===== src/rtl/vga_timing_gen_pkg.sv =====
// Shared VGA timing package: default 640x480 timing, width limits,
// character cell sizes and the vga_timing_t description for downstream blocks.
package vga_timing_gen_pkg;

  localparam int unsigned VGA_HD = 640;
  localparam int unsigned VGA_HF = 16;
  localparam int unsigned VGA_HR = 96;
  localparam int unsigned VGA_HB = 48;

  localparam int unsigned VGA_VD = 480;
  localparam int unsigned VGA_VF = 10;
  localparam int unsigned VGA_VR = 2;
  localparam int unsigned VGA_VB = 33;

  localparam int unsigned VGA_CLK_DIV = 4;

  localparam int unsigned VGA_CELL_H_PIXELS = 8;
  localparam int unsigned VGA_CELL_V_PIXELS = 16;

  // Field widths of vga_timing_t; wide enough for common modes
  // up to 4095 pixels/lines per segment.
  localparam int unsigned VGA_MAX_H_WIDTH = 12;
  localparam int unsigned VGA_MAX_V_WIDTH = 12;

  typedef struct packed {
    logic [VGA_MAX_H_WIDTH-1:0] hd;
    logic [VGA_MAX_H_WIDTH-1:0] hf;
    logic [VGA_MAX_H_WIDTH-1:0] hr;
    logic [VGA_MAX_H_WIDTH-1:0] hb;
    logic [VGA_MAX_V_WIDTH-1:0] vd;
    logic [VGA_MAX_V_WIDTH-1:0] vf;
    logic [VGA_MAX_V_WIDTH-1:0] vr;
    logic [VGA_MAX_V_WIDTH-1:0] vb;
  } vga_timing_t;

  localparam vga_timing_t VGA_TIMING_640X480 = '{
    hd: VGA_MAX_H_WIDTH'(VGA_HD),
    hf: VGA_MAX_H_WIDTH'(VGA_HF),
    hr: VGA_MAX_H_WIDTH'(VGA_HR),
    hb: VGA_MAX_H_WIDTH'(VGA_HB),
    vd: VGA_MAX_V_WIDTH'(VGA_VD),
    vf: VGA_MAX_V_WIDTH'(VGA_VF),
    vr: VGA_MAX_V_WIDTH'(VGA_VR),
    vb: VGA_MAX_V_WIDTH'(VGA_VB)
  };

  function automatic bit is_pow2(input int unsigned x);
    return (x != 0) && ((x & (x - 1)) == 0);
  endfunction

endpackage


===== src/rtl/vga_timing_gen_pix_strobe.sv =====
// Pixel strobe divider: counts enabled clocks 0..CLK_DIV-1, adv_o marks the last.
// Ports: clk_i, arstn_i (async low), en_i (hold when low), adv_o (advance pulse).
module vga_pix_strobe
  import vga_timing_gen_pkg::*;
#(
  parameter int unsigned CLK_DIV = VGA_CLK_DIV
) (
  input  logic clk_i,
  input  logic arstn_i,
  input  logic en_i,
  output logic adv_o
);

  localparam int unsigned DW = (CLK_DIV > 1) ? $clog2(CLK_DIV) : 1;
  localparam logic [DW-1:0] DIV_LAST = DW'(CLK_DIV - 1);

  logic [DW-1:0] div_q;

  // With CLK_DIV=1 div_q stays 0 and every enabled edge advances.
  assign adv_o = en_i && (div_q == DIV_LAST);

  always_ff @(posedge clk_i or negedge arstn_i) begin
    if (!arstn_i) begin
      div_q <= '0;
    end else if (adv_o) begin
      div_q <= '0;
    end else if (en_i) begin
      div_q <= div_q + DW'(1);
    end
  end

endmodule


===== src/rtl/vga_timing_gen.sv =====
// Parametrised VGA raster timing: pixel strobe, h/v counters, registered
// sync/de/markers and character cell coordinates, all updated on the strobe.
// Ports: clk_i, arstn_i, en_i in; pix_stb_o, hcount_o, vcount_o, hsync_o,
// vsync_o, de_o, line_start_o, frame_start_o, cell_x/y_o, sub_x/y_o out.
module vga_timing_gen
  import vga_timing_gen_pkg::*;
#(
  parameter int unsigned HD            = VGA_HD,
  parameter int unsigned HF            = VGA_HF,
  parameter int unsigned HR            = VGA_HR,
  parameter int unsigned HB            = VGA_HB,
  parameter int unsigned VD            = VGA_VD,
  parameter int unsigned VF            = VGA_VF,
  parameter int unsigned VR            = VGA_VR,
  parameter int unsigned VB            = VGA_VB,
  parameter bit          H_SYNC_POL    = 1'b0,
  parameter bit          V_SYNC_POL    = 1'b0,
  parameter int unsigned CLK_DIV       = VGA_CLK_DIV,
  parameter int unsigned CELL_H_PIXELS = VGA_CELL_H_PIXELS,
  parameter int unsigned CELL_V_PIXELS = VGA_CELL_V_PIXELS,
  localparam int unsigned HTOTAL = HD + HF + HR + HB,
  localparam int unsigned VTOTAL = VD + VF + VR + VB,
  localparam int unsigned HW  = $clog2(HTOTAL),
  localparam int unsigned VW  = $clog2(VTOTAL),
  localparam int unsigned CXW = $clog2(HD / CELL_H_PIXELS),
  localparam int unsigned CYW = $clog2(VD / CELL_V_PIXELS),
  localparam int unsigned SXW = $clog2(CELL_H_PIXELS),
  localparam int unsigned SYW = $clog2(CELL_V_PIXELS)
) (
  input  logic           clk_i,
  input  logic           arstn_i,
  input  logic           en_i,
  output logic           pix_stb_o,
  output logic [HW-1:0]  hcount_o,
  output logic [VW-1:0]  vcount_o,
  output logic           hsync_o,
  output logic           vsync_o,
  output logic           de_o,
  output logic           line_start_o,
  output logic           frame_start_o,
  output logic [CXW-1:0] cell_x_o,
  output logic [CYW-1:0] cell_y_o,
  output logic [SXW-1:0] sub_x_o,
  output logic [SYW-1:0] sub_y_o
);

  if (HF == 0 || HR == 0 || HB == 0 || VF == 0 || VR == 0 || VB == 0) begin : g_err_porch
    $error("vga_timing_gen: porch and sync widths must be nonzero");
  end
  if (CLK_DIV == 0) begin : g_err_div
    $error("vga_timing_gen: CLK_DIV must be at least 1");
  end
  if (!is_pow2(CELL_H_PIXELS) || !is_pow2(CELL_V_PIXELS)) begin : g_err_cell
    $error("vga_timing_gen: cell sizes must be powers of two");
  end

  localparam logic [HW-1:0] H_LAST = HW'(HTOTAL - 1);
  localparam logic [HW-1:0] H_DISP = HW'(HD);
  localparam logic [HW-1:0] HS_BEG = HW'(HD + HF);
  localparam logic [HW-1:0] HS_END = HW'(HD + HF + HR - 1);

  localparam logic [VW-1:0] V_LAST = VW'(VTOTAL - 1);
  localparam logic [VW-1:0] V_DISP = VW'(VD);
  localparam logic [VW-1:0] VS_BEG = VW'(VD + VF);
  localparam logic [VW-1:0] VS_END = VW'(VD + VF + VR - 1);

  logic          adv;
  logic          h_wrap;
  logic [HW-1:0] h_nxt;
  logic [VW-1:0] v_nxt;
  logic          hs_act;
  logic          vs_act;
  logic          de_nxt;

  vga_pix_strobe #(
    .CLK_DIV(CLK_DIV)
  ) u_pix_strobe (
    .clk_i  (clk_i),
    .arstn_i(arstn_i),
    .en_i   (en_i),
    .adv_o  (adv)
  );

  always_comb begin
    h_wrap = (hcount_o == H_LAST);
    h_nxt  = h_wrap ? '0 : hcount_o + HW'(1);
    v_nxt  = vcount_o;
    if (h_wrap) begin
      v_nxt = (vcount_o == V_LAST) ? '0 : vcount_o + VW'(1);
    end
  end

  // Decode from the next counts so the registered flags line up
  // with the registered counters.
  always_comb begin
    hs_act = (h_nxt >= HS_BEG) && (h_nxt <= HS_END);
    vs_act = (v_nxt >= VS_BEG) && (v_nxt <= VS_END);
    de_nxt = (h_nxt < H_DISP) && (v_nxt < V_DISP);
  end

  always_ff @(posedge clk_i or negedge arstn_i) begin
    if (!arstn_i) begin
      pix_stb_o     <= 1'b0;
      hcount_o      <= H_LAST;
      vcount_o      <= V_LAST;
      hsync_o       <= !H_SYNC_POL;
      vsync_o       <= !V_SYNC_POL;
      de_o          <= 1'b0;
      line_start_o  <= 1'b0;
      frame_start_o <= 1'b0;
      cell_x_o      <= '0;
      cell_y_o      <= '0;
      sub_x_o       <= '0;
      sub_y_o       <= '0;
    end else begin
      // Markers are single-strobe pulses; they drop with the strobe.
      pix_stb_o     <= adv;
      line_start_o  <= adv && (h_nxt == '0);
      frame_start_o <= adv && (h_nxt == '0) && (v_nxt == '0);
      if (adv) begin
        hcount_o <= h_nxt;
        vcount_o <= v_nxt;
        hsync_o  <= hs_act ? H_SYNC_POL : !H_SYNC_POL;
        vsync_o  <= vs_act ? V_SYNC_POL : !V_SYNC_POL;
        de_o     <= de_nxt;
        cell_x_o <= h_nxt[SXW +: CXW];
        cell_y_o <= v_nxt[SYW +: CYW];
        sub_x_o  <= h_nxt[SXW-1:0];
        sub_y_o  <= v_nxt[SYW-1:0];
      end
    end
  end

endmodule


===== config.mk =====
export PLATFORM = sky130hd
export DESIGN_NAME = vga_timing_gen
export DESIGN_NICKNAME = d
export VERILOG_FILES = /design/src/rtl/vga_timing_gen_pkg.sv /design/src/rtl/vga_timing_gen_pix_strobe.sv /design/src/rtl/vga_timing_gen.sv
export SDC_FILE = /design/constraint.sdc
export NUM_CORES = 1
export LEC_CHECK = 0
export CAP_MARGIN = 15
export CORE_MARGIN = 1.5
export CORE_UTILIZATION = 35
export CTS_CLUSTER_DIAMETER = 60
export DETAILED_ROUTE_END_ITERATION = 8
export GPL_ROUTABILITY_DRIVEN = 0
export PLACE_DENSITY = 0.68
export SKIP_LAST_GASP = 1
export SLEW_MARGIN = 20
export SYNTH_ARGS = -nofsm -noshare
export SYNTH_HDL_FRONTEND = slang
export SYNTH_HIERARCHICAL = 1
export SYNTH_SLANG_ARGS = --single-unit

===== constraint.sdc =====
create_clock -name clk_i -period 4.75 [get_ports clk_i]
set_input_delay 0.95 -clock clk_i [delete_from_list [all_inputs] [get_ports clk_i]]
set_output_delay 0.95 -clock clk_i [all_outputs]
set_load 0.05 [all_outputs]

# --- After elaboration in Yosys (flattened, before gate mapping) ---
# Index checks and enable logic that the tools add are counted.
# Widths: inputs -> output; s select.
op_classes:
  add_sub_neg: 3
  multipliers: 0
  div_mod_pow: 0
  order_cmp: 6
  eq_ne: 3
  n_shift: 0
  muxes: 7
  n_bitwise: 0
  reduce_logical: 9
ops:
  columns: ["cell", "count"]
  rows:
  - ["$mux 10", 3]
  - ["$add 10x1->10 const B", 2]
  - ["$eq 10x10->1 const B", 2]
  - ["$logic_not 10->1", 2]
  - ["$ge 10x10->1 const B", 1]
  - ["$ge 10x9->1 const B", 1]
  - ["$le 10x10->1 const B", 1]
  - ["$le 10x9->1 const B", 1]
  - ["$lt 10x10->1 const B", 1]
  - ["$lt 10x9->1 const B", 1]
  - ["$logic_and 1x1->1", 6]
  - ["$mux 2", 2]
  - ["$add 2x1->2 const B", 1]
  - ["$eq 2x2->1 const B", 1]
  - ["$mux 1", 2]
  - ["$reduce_bool 2->1", 1]
totals:
  reg_bits: 47
  latchBits: 0
  ramBits: 0
  rom_bits: 0
  input_bits: 3
  wordCells: 41
  n_memories: 0

# --- Depth between registers and ports, before layout ---
# Gate-level depths: netlist (run 1).
depth:
  ltp_word: 6
  mapped_depth: 10
  mapped_depth_nobuf: 8

# --- Hierarchy ---
# Netlist (run 1), hierarchy kept.
by_module_without_submodules:
  columns: ["module", "n_inst", "cells_each", "area_each_um2", "seq_area_each_um2"]
  rows:
  - ["vga_timing_gen", 1, 256, 2347.3, 890.9]
  - ["vga_pix_strobe", 1, 7, 96.3, 50.0]

# --- Least setup slack after synthesis (run 1) ---
# OpenSTA, ideal clock, no wires.
synth_timing:
  path_kind: "reg2reg"
  startpoint: "reg hcount_o[1]"
  endpoint: "reg frame_start_o"
  setup_time_ns: 0.096
  t_arrival_ns: 2.485
  path_slack_ns: 2.169
  stages_incl_launch_ff: 10
  n_path_buf: 2
  path_cell_list: "dfstp_2 -> ha_1 -> buf_6 -> and4_4 -> buf_6 -> and3_4 -> nand2_1 -> xnor2_1 -> or4_4 -> nor4_2"
synth_via:
  elab_chain_cells: 5
  elab_cells_between_ends: 8
  classes_between: "add/sub (1); eq/ne (1); mux (2); reduce/logical (4)"
synth_rtl:
  columns: ["item", "line_no", "source"]
  rows:
  - ["from (decl)", "vga_timing_gen.sv:34", "output logic [HW-1:0] hcount_o,"]
  - ["from (signal assigned)", "vga_timing_gen.sv:121", "hcount_o <= h_nxt;"]
  - ["$add 10x1->10 / $eq 10x10->1 (equally long branches)", "vga_timing_gen.sv:86, vga_timing_gen.sv:85", null]
  - ["$mux 10", "vga_timing_gen.sv:86", "h_nxt = h_wrap ? '0 : hcount_o + HW'(1);"]
  - ["$logic_not 10->1", "vga_timing_gen.sv:119", "frame_start_o <= adv && (h_nxt == '0) && (v_nxt == '0);"]
  - ["$logic_and 1x1->1", "vga_timing_gen.sv:119", null]
  - ["$logic_and 1x1->1 *", "vga_timing_gen.sv:119", null]
  - ["to (signal assigned)", "vga_timing_gen.sv:119", null]
  - ["to (decl)", "vga_timing_gen.sv:40", "output logic frame_start_o,"]
# Every way passes the cells marked *; elsewhere a longest branch is shown, timed or not.
# A chain may end at the register's enable or synchronous reset.

# --- Worst setup path in the final report (run 1) ---
layout_timing:
  startpoint: "reg hcount_o[8]"
  endpoint: "out hcount_o[8]"
# No word-level cell between the ends.

==> results of run 1 <==
metal layers:
layer	track usage (%)	routed length, um	vias to the layer above
met4	6.74	127	0
met2	24.7	2640	65
met5	0	0	-
li1	-	-	981
met1	21.5	2500	954
met3	3.14	283	11
cells in the mapped netlist, types with 6 or more instances:
| cell | number |
|---|---|
| nand3_1 | 12 |
| dfrtp_1 | 25 |
| dfstp_2 | 12 |
| inv_1 | 9 |
| o21ai_0 | 13 |
| a21oi_1 | 13 |
| nor3_1 | 9 |
| xnor2_1 | 13 |
| nand2_1 | 22 |
| ha_1 | 6 |
| nor2_1 | 17 |
| nand4_1 | 7 |
| buf_4 | 12 |
cell type report:
class	instances	area (um2)	area share, %
Multi-Input combinational cell	186	1240	42.8
Sequential cell	37	941	32.4
Timing Repair Buffer	47	465	16.0
Tap cell	80	100	3.45
Clock buffer	6	82.6	2.84
Clock inverter	2	37.5	1.29
Inverter	9	33.8	1.16
path summary, 6_finish.rpt:
path                                              start                       to  slack [ns]  cells past startpoint
worst max-delay path            hcount_o[8]$_DFFE_PN1P_              hcount_o[8]        1.92                      1
worst min-delay path             sub_y_o[2]$_DFFE_PN0P_   sub_y_o[2]$_DFFE_PN0P_        0.52                      1
worst max register to register  hcount_o[1]$_DFFE_PN1P_  frame_start_o$_DFF_PN0_        2.02                      6
worst min register to register   sub_y_o[2]$_DFFE_PN0P_   sub_y_o[2]$_DFFE_PN0P_        0.52                      1
max in group asynchronous                       arstn_i   sub_y_o[2]$_DFFE_PN0P_        3.48                      1
min in group asynchronous                       arstn_i  cell_x_o[0]$_DFFE_PN0P_        0.74                      1
sequential cells by signal, summed over array words and instances, names as in the netlist, 2 cells and up:
name,flops
sub_y_o,2
sub_x_o,3
hcount_o,10
u_pix_strobe/div_q,2
cell_x_o,4
vcount_o,10
power groups by stage:
stage / registers, mW / clock network, mW / logic (mW)
floorplan: 0.753 / 0 / 0.345
global placement: 0.553 / 0 / 0.735
detailed placement: 0.556 / 0 / 0.743
CTS: 0.551 / 0.297 / 0.747
global route: 0.564 / 0.308 / 0.792
finish: 0.549 / 0.290 / 0.741
kinds of logic after synthesis:
logic type,synth area share [%]
buf+inv,10.6
compound gates,17.1
simple gates,22.5
fa+ha+maj,3.07
flops,38.5
xor+xnor,6.45
mux,1.79
metrics by stage:
step / std cells / power, mW
after global placement: 359 / 1.29
after CTS: 367 / 1.59
after floorplan: 263 / 1.10
after global routing: 367 / 1.66
after detailed placement: 359 / 1.30
final: 367 / 1.58
==> results by group, run 1 <==
Status
  – Status: finished clean

Detailed routing
  – First drt pass iteration count: 4
  – Post-DRT Antenna Nets: 0
  – # DRC: 0
  – Detailed router's first-iteration violation count: 181
  – DRT Wirelength: 5550 um
  – Routed WL per cell: 15.1 um
  – Vias per inst: 5.48
  – DR vias: 2,011

Critical path
  – Element type at the critical path end: primary output
  – CP Cell Sequence: clkdlybuf4s50_1
  – Crit start category: register
  – Worst path required time: 3.80 ns
  – WS Path Type: reg2out
  – Delay-heaviest family, CP: buffers and inverters
  – Worst-path fanout max: 16
  – Worst Path Arrival: 1.88 ns
  – CP max stage cell: clkdlybuf4s50_1
  – CP max stage delay: 0.86 ns
  – CP bufs+invs: 1

CTS
  – Clk sink count: 37
  – CTS tree: yes
  – Cts hold-fix bufs: 0
  – Num CTS Buffers: 5
  – Setup Buffers After CTS: 0
  – CTS H-Tree Depth: 2
  – Clk root buf: clkbuf_8
  – Max clock buf depth: 2
  – Clk slew on worst S/H paths: 0.08 ns
  – Worst-Skew Late Latency: 0.30 ns
  – PostCTS Resize Cnt: 0

Yosys
  – Synth area leader: dfrtp_1
  – Synth top area share: 25.6%
  – Synthesized area: 2440 um2
  – Synthesized Nets: 272
  – Post-synth EDFFs: 0
  – Avg Cell Area, Syn: 9.29 um2
  – Syn Inst Count: 263
  – Async S/R FF share, synth: 100%
  – Synth warn: 6
  – Main synth FF type: dfrtp_1
  – Synth top area cells: dfrtp_1 26%, dfstp_2 13%, xnor2_1 4.7%
  – Proportion of synthesized chip area in sequential cells: 38.5%
  – Synth cell types: 63
  – Synthesized flop and latch total: 37

GRT
  – Grt ovf: 0
  – Total track usage: 15.9%
  – Global-route wire length before repair: 9200 um
  – Largest net degree at the start of global routing: 40
  – Vias in the first global route: 1,863
  – Initial antenna violation count: 0

Timing
  – Fmax: 354 MHz
  – Max Transition Viols Final: 0
  – Final period utilization: 59.5%
  – Setup violators final: 0
  – Pin slew with the least headroom to its limit: 0.817 ns
  – Worst Skew: 0.00835 ns
  – Min cycle time layout: 2.83 ns
  – Worst Slack Setup Final: 1.92 ns
  – Unrepaired setup endpoints after global routing: false
  – Fin Hold WS: 0.516 ns
  – Slew margin rel.: 45.5%
  – Final-report hold violation count: 0
  – Setup TNS: 0 ns

Power
  – Peak VDD IR: 0.000267 V
  – NetSw: 0.721 mW
  – Pleak: 1.09 nW
  – Pwr/cell area: 544 nW/um2
  – Flop pwr share: 34.8%
  – Internal cell power: 0.860 mW
  – Clock power share: 18.3%
  – Comb pwr share: 46.9%
  – Net Sw Frac: 45.6%

Floorplan
  – Die width: 86.6 um
  – I/O Pins: 48
  – Die height: 86.6 um
  – Row cnt: 30
  – DIE AREA: 7490 um2
  – Starting Density: 36.2%
  – Core box area: 6760 um2

Final layout
  – Most frequent cells in the layout: 46 x clkdlybuf4s50_1, 25 x dfrtp_1, 22 x nand2_1
  – Layout area overhead: 18.8%
  – Diode count: 0
  – Final net count: 295
  – Layout cells sized above 1: 13.9%
  – Final core utilization: 43.0%
  – Commonest non-fill, non-tap cell in the layout: clkdlybuf4s50_1
  – Fill cells: 669
  – Finished layout cell area: 2900 um2

Place
  – DP Worst Slack: 1.74 ns
  – HPWL Detailed: 3870 um
  – Port bufs: 47
  – DP Area: 2780 um2

Job
  – MaxCap Viol Count: 0

Min path
  – Worst min-delay path class: reg2reg
No activity file was read; power rests on OpenSTA's default activity.
==> inputs of run 2 (changes only) <==
==> constraint.sdc (replaced) <==
create_clock -name clk_i -period 2.79 [get_ports clk_i]
set_input_delay 0.558 -clock clk_i [delete_from_list [all_inputs] [get_ports clk_i]]
set_output_delay 0.558 -clock clk_i [all_outputs]
set_load 0.05 [all_outputs]
==> run 2 against run 1 <==
Non-clock buffer count up 6. Die area unchanged. Cell area up 2.2%. Highest routed layer unchanged. Flip-flop and latch count unchanged. Worst setup slack worse by 1.6 ns.
==> results by group, run 2 (synthesis gave the netlist of run 1 again) <==
Timing
  – Min cycle time layout: 2.44 ns
  – Setup TNS: 0 ns
  – Setup violators final: 0
  – Final-report hold violation count: 0
  – Unrepaired setup endpoints after global routing: false
  – Slew margin rel.: 46.6%
  – Worst Skew: 0.0112 ns
  – Final period utilization: 87.4%
  – Fmax: 410 MHz
  – Pin slew with the least headroom to its limit: 0.801 ns
  – Fin Hold WS: 0.336 ns
  – Max Transition Viols Final: 0

Min path
  – Worst min-delay path class: in2async

Final layout
  – Commonest non-fill, non-tap cell in the layout: clkdlybuf4s50_1
  – Layout cells sized above 1: 15.7%
  – Diode count: 0
  – Layout area overhead: 21.4%
  – Most frequent cells in the layout: 46 x clkdlybuf4s50_1, 25 x dfrtp_1, 22 x nand2_1
  – Biggest regs: hcount_o: 10 flops, vcount_o: 10 flops, cell_x_o: 4 flops
  – Fill cells: 663
  – Post-route insts no fill: 373
  – Final net count: 301

Detailed routing
  – DRT Wirelength: 5630 um
  – DR vias: 2,010
  – # DRC: 0
  – First drt pass iteration count: 4
  – Post-DRT Antenna Nets: 0
  – Detailed router's first-iteration violation count: 177
  – Routed WL per cell: 15.1 um
  – Vias per inst: 5.39

Critical path
  – Path depth of the worst reg2reg path: 5
  – Worst-path fanout max: 11
  – Worst path required time: 3.00 ns
  – Crit start category: register
  – WS Path Type: reg2reg
  – Element type at the critical path end: register
  – Worst Path Arrival: 2.64 ns

GRT
  – Total track usage: 16.3%
  – Global-route wire length before repair: 9450 um
  – Grt ovf: 0
  – Initial antenna violation count: 0
  – Largest net degree at the start of global routing: 38
  – Vias in the first global route: 1,898

Floorplan
  – Die height: 86.6 um
  – I/O Pins: 48
  – Row cnt: 30
  – Die width: 86.6 um
  – Core box area: 6760 um2
  – DIE AREA: 7490 um2
  – Starting Density: 36.2%

Power
  – Peak VDD IR: 0.000425 V
  – Comb pwr share: 46.3%
  – Pleak: 1.13 nW
  – Flop pwr share: 33.1%
  – Net Sw Frac: 44.2%
  – NetSw: 1.23 mW
  – Internal cell power: 1.55 mW
  – Pwr/cell area: 938 nW/um2
  – Clock power share: 20.6%

Place
  – Placed instance count: 365
  – Port bufs: 47
  – HPWL Detailed: 4080 um

CTS
  – Num CTS Buffers: 5
  – Cts hold-fix bufs: 0
  – Clk slew on worst S/H paths: 0.09 ns
  – Clk root buf: clkbuf_8
  – Clk sink count: 37
  – Setup Buffers After CTS: 0
  – PostCTS Resize Cnt: 0
  – CTS H-Tree Depth: 2
  – CTS tree: yes
  – Max clock buf depth: 2
  – Worst-Skew Late Latency: 0.30 ns

Status
  – Status: finished clean

Job
  – MaxCap Viol Count: 0
## run 2: worst paths after layout
check,startpoint,to,slack (ns)
max,hcount_o[9]$_DFFE_PN1P_,frame_start_o$_DFF_PN0_,0.35
min,arstn_i,cell_x_o[6]$_DFFE_PN0P_,0.34
max reg2reg,hcount_o[9]$_DFFE_PN1P_,frame_start_o$_DFF_PN0_,0.35
min reg2reg,cell_x_o[5]$_DFFE_PN0P_,cell_x_o[5]$_DFFE_PN0P_,0.51
max in group asynchronous,arstn_i,frame_start_o$_DFF_PN0_,1.94
min in group clk_i,cell_x_o[5]$_DFFE_PN0P_,cell_x_o[5]$_DFFE_PN0P_,0.51
## run 2: final cells by class
class	count	area [um2]	share of cell area, %
clock buffers	5	68.8	2.32
inverters	9	33.8	1.14
repair buffers	53	510	17.2
well taps	80	100	3.37
multi-input cells	186	1240	41.9
clock inverters	3	68.8	2.32
flip-flops and latches	37	941	31.7
## run 2: stage by stage
stage	power (mW)	cell area [um2]	util, %	setup WS, ns
floorplan	1.87	2440	-	0.209
global placement	2.21	2830	41.9	0.404
detailed placement	2.23	2830	41.9	0.372
CTS	2.81	2970	43.9	0.333
global route	2.95	2970	43.9	0.179
finish	2.78	2970	43.9	0.352
## run 2: power by group through the flow
stage          Clock (mW)  Sequential [mW]  Combinational, mW
6_report            0.573            0.921               1.29
5_1_grt             0.613            0.955               1.38
4_1_cts             0.590            0.925               1.30
3_5_place_dp            0            0.935               1.29
3_3_place_gp            0            0.926               1.29
2_1_floorplan           0             1.28              0.588
## run 2: metal layers
layer	wire length (um)	vias up	GRT usage [%]
li1	-	992	-
met4	114	0	7.92
met5	0	-	0
met1	2710	946	22.9
met3	254	7	2.86
met2	2550	65	24.3
## run 2: worst max-delay path, stage by stage, from the launching register on
cell and delay, ns:
dfstp_2 0.61, nor4b_4 0.41, nand3_2 0.27, o21a_2 0.29, or4_4 0.50, nor4_2 0.26
==> inputs of run 3 (changes only) <==
--- a/config.mk
+++ b/config.mk
@@ -6,7 +6,6 @@
 export NUM_CORES = 1
 export LEC_CHECK = 0
 export CAP_MARGIN = 15
-export CORE_MARGIN = 1.5
 export CORE_UTILIZATION = 35
 export CTS_CLUSTER_DIAMETER = 60
 export DETAILED_ROUTE_END_ITERATION = 8
==> constraint.sdc (replaced) <==
create_clock -name clk_i -period 3.2 [get_ports clk_i]
set_input_delay 0.64 -clock clk_i [delete_from_list [all_inputs] [get_ports clk_i]]
set_output_delay 0.64 -clock clk_i [all_outputs]
set_load 0.05 [all_outputs]
==> run 3 against run 2 <==
Utilization shrank 0.70 points. Sequential power is 12% lower. Total power decreased by 16%. Worst hold slack better by 0.084 ns. Via count up 2.3%. Sequential share of layout area up 0.52 points. Largest cell class unchanged.
==> results by group, run 3 (synthesis gave the netlist of run 1 again) <==
Status
  – Status: finished clean

CTS
  – Clk sink count: 37
  – Clk root buf: clkbuf_8
  – PostCTS Resize Cnt: 0
  – Max clock buf depth: 2
  – Num CTS Buffers: 5
  – Worst-Skew Late Latency: 0.30 ns
  – Setup Buffers After CTS: 0
  – Cts hold-fix bufs: 0
  – CTS H-Tree Depth: 2
  – Clk slew on worst S/H paths: 0.08 ns
  – CTS tree: yes

Detailed routing
  – # DRC: 0
  – Detailed router's first-iteration violation count: 165
  – DR vias: 2,056
  – Routed WL per cell: 15.4 um
  – Post-DRT Antenna Nets: 0
  – Vias per inst: 5.57
  – First drt pass iteration count: 4
  – DRT Wirelength: 5680 um

Floorplan
  – Row cnt: 30
  – Die height: 85.6 um
  – DIE AREA: 7320 um2
  – Starting Density: 36.2%
  – Core box area: 6760 um2
  – I/O Pins: 48
  – Die width: 85.6 um

Final layout
  – Commonest non-fill, non-tap cell in the layout: clkdlybuf4s50_1
  – Layout area overhead: 19.5%
  – Final core utilization: 43.2%
  – Diode count: 0
  – Layout cells sized above 1: 14.5%
  – Most frequent cells in the layout: 46 x clkdlybuf4s50_1, 25 x dfrtp_1, 22 x nand2_1
  – Fill cells: 680
  – Post-route insts no fill: 369
  – Final net count: 297
  – Finished layout cell area: 2920 um2
  – Biggest regs: hcount_o: 10 flops, vcount_o: 10 flops, cell_x_o: 4 flops
  – Register area: 941 um2
  – Area occupied by multi-input gates: 1240 um2

Power
  – Pleak: 1.10 nW
  – Pwr/cell area: 805 nW/um2
  – Peak VDD IR: 0.000425 V
  – PnR Total Power: 2.35 mW

Place
  – Placed instance count: 361
  – HPWL Detailed: 3960 um
  – DP Worst Slack: 0.594 ns
  – DP Area: 2800 um2
  – Port bufs: 47

Timing
  – Fin Hold WS: 0.420 ns
  – Setup violators final: 0
  – Worst Slack Setup Final: 0.544 ns
  – Worst Skew: 0.00653 ns
  – Unrepaired setup endpoints after global routing: false
  – Final period utilization: 83.0%
  – Min cycle time layout: 2.66 ns
  – Pin slew with the least headroom to its limit: 0.797 ns
  – Final-report hold violation count: 0
  – Max Transition Viols Final: 0
  – Setup TNS: 0 ns
  – Fmax: 377 MHz
  – Slew margin rel.: 46.9%

GRT
  – Vias in the first global route: 1,824
  – Global-route wire length before repair: 9320 um
  – Total track usage: 16.1%
  – Largest net degree at the start of global routing: 38
  – Grt ovf: 0
  – Initial antenna violation count: 0

Critical path
  – CP max stage cell: dfstp_2
  – CP max stage delay: 0.63 ns
  – Element type at the critical path end: register
  – Worst path required time: 3.41 ns
  – Worst-path fanout max: 11
  – Crit start category: register
  – Worst Path Arrival: 2.86 ns
  – WS Path Type: reg2reg
  – CP Cell Sequence: ha_1, and4_4, nand3_2, o21a_2, or4_4, nor4_2

Job
  – MaxCap Viol Count: 0

Min path
  – Worst min-delay path class: in2async
[run 3: cell types whose count changed in the layout (fill, tap and decap cells not counted)]
cell / before / now
buf_4: 6 / 2
bufinv_16: 2 / 1
clkbuf_8: 5 / 6
clkinvlp_4: 0 / 1
inv_6: 1 / 0
[run 3: layout make-up]
class / instances / share of cell area, %
Inverter: 9 / 1.16
Sequential cell: 37 / 32.2
Clock buffer: 6 / 2.83
Timing Repair Buffer: 49 / 16.5
Clock inverter: 2 / 1.29
Tap cell: 80 / 3.43
Multi-Input combinational cell: 186 / 42.6
[run 3: worst max-delay path: cells and delay by family, from the launching register on]
kind,cells,cell delay (ns)
AND/OR/NAND/NOR,4,1.31
adder cells (fa/ha/maj),1,0.34
flip-flops,1,0.63
AO/OA/AOI/OAI,1,0.28
[run 3: final timing paths]
check	endpoint	slack, ns	cells past startpoint	start
worst max-delay path	frame_start_o$_DFF_PN0_	0.54	6	hcount_o[0]$_DFFE_PN1P_
worst min-delay path	cell_x_o[1]$_DFFE_PN0P_	0.42	1	arstn_i
worst max register to register	frame_start_o$_DFF_PN0_	0.54	6	hcount_o[0]$_DFFE_PN1P_
worst min register to register	sub_x_o[0]$_DFFE_PN0P_	0.50	1	sub_x_o[0]$_DFFE_PN0P_
max in group asynchronous	frame_start_o$_DFF_PN0_	2.27	1	arstn_i
min in group clk_i	sub_x_o[0]$_DFFE_PN0P_	0.50	1	sub_x_o[0]$_DFFE_PN0P_
[run 3: where the power goes]
group	leakage [nW]	internal, mW	switching [mW]
clock	0.0574	0.254	0.181
sequential	0.454	0.631	0.178
combinational	0.587	0.399	0.708
[run 3: layer usage]
layer | part of all wire [%] | wire length [um] | vias to the layer above | GRT usage [%]
met5 | 0 | 0 | - | 0
met3 | 4.2 | 241 | 7 | 2.89
li1 | - | - | 978 | -
met1 | 47 | 2680 | 1009 | 22.5
met4 | 1.4 | 82 | 0 | 5.76
met2 | 47 | 2680 | 62 | 25.2
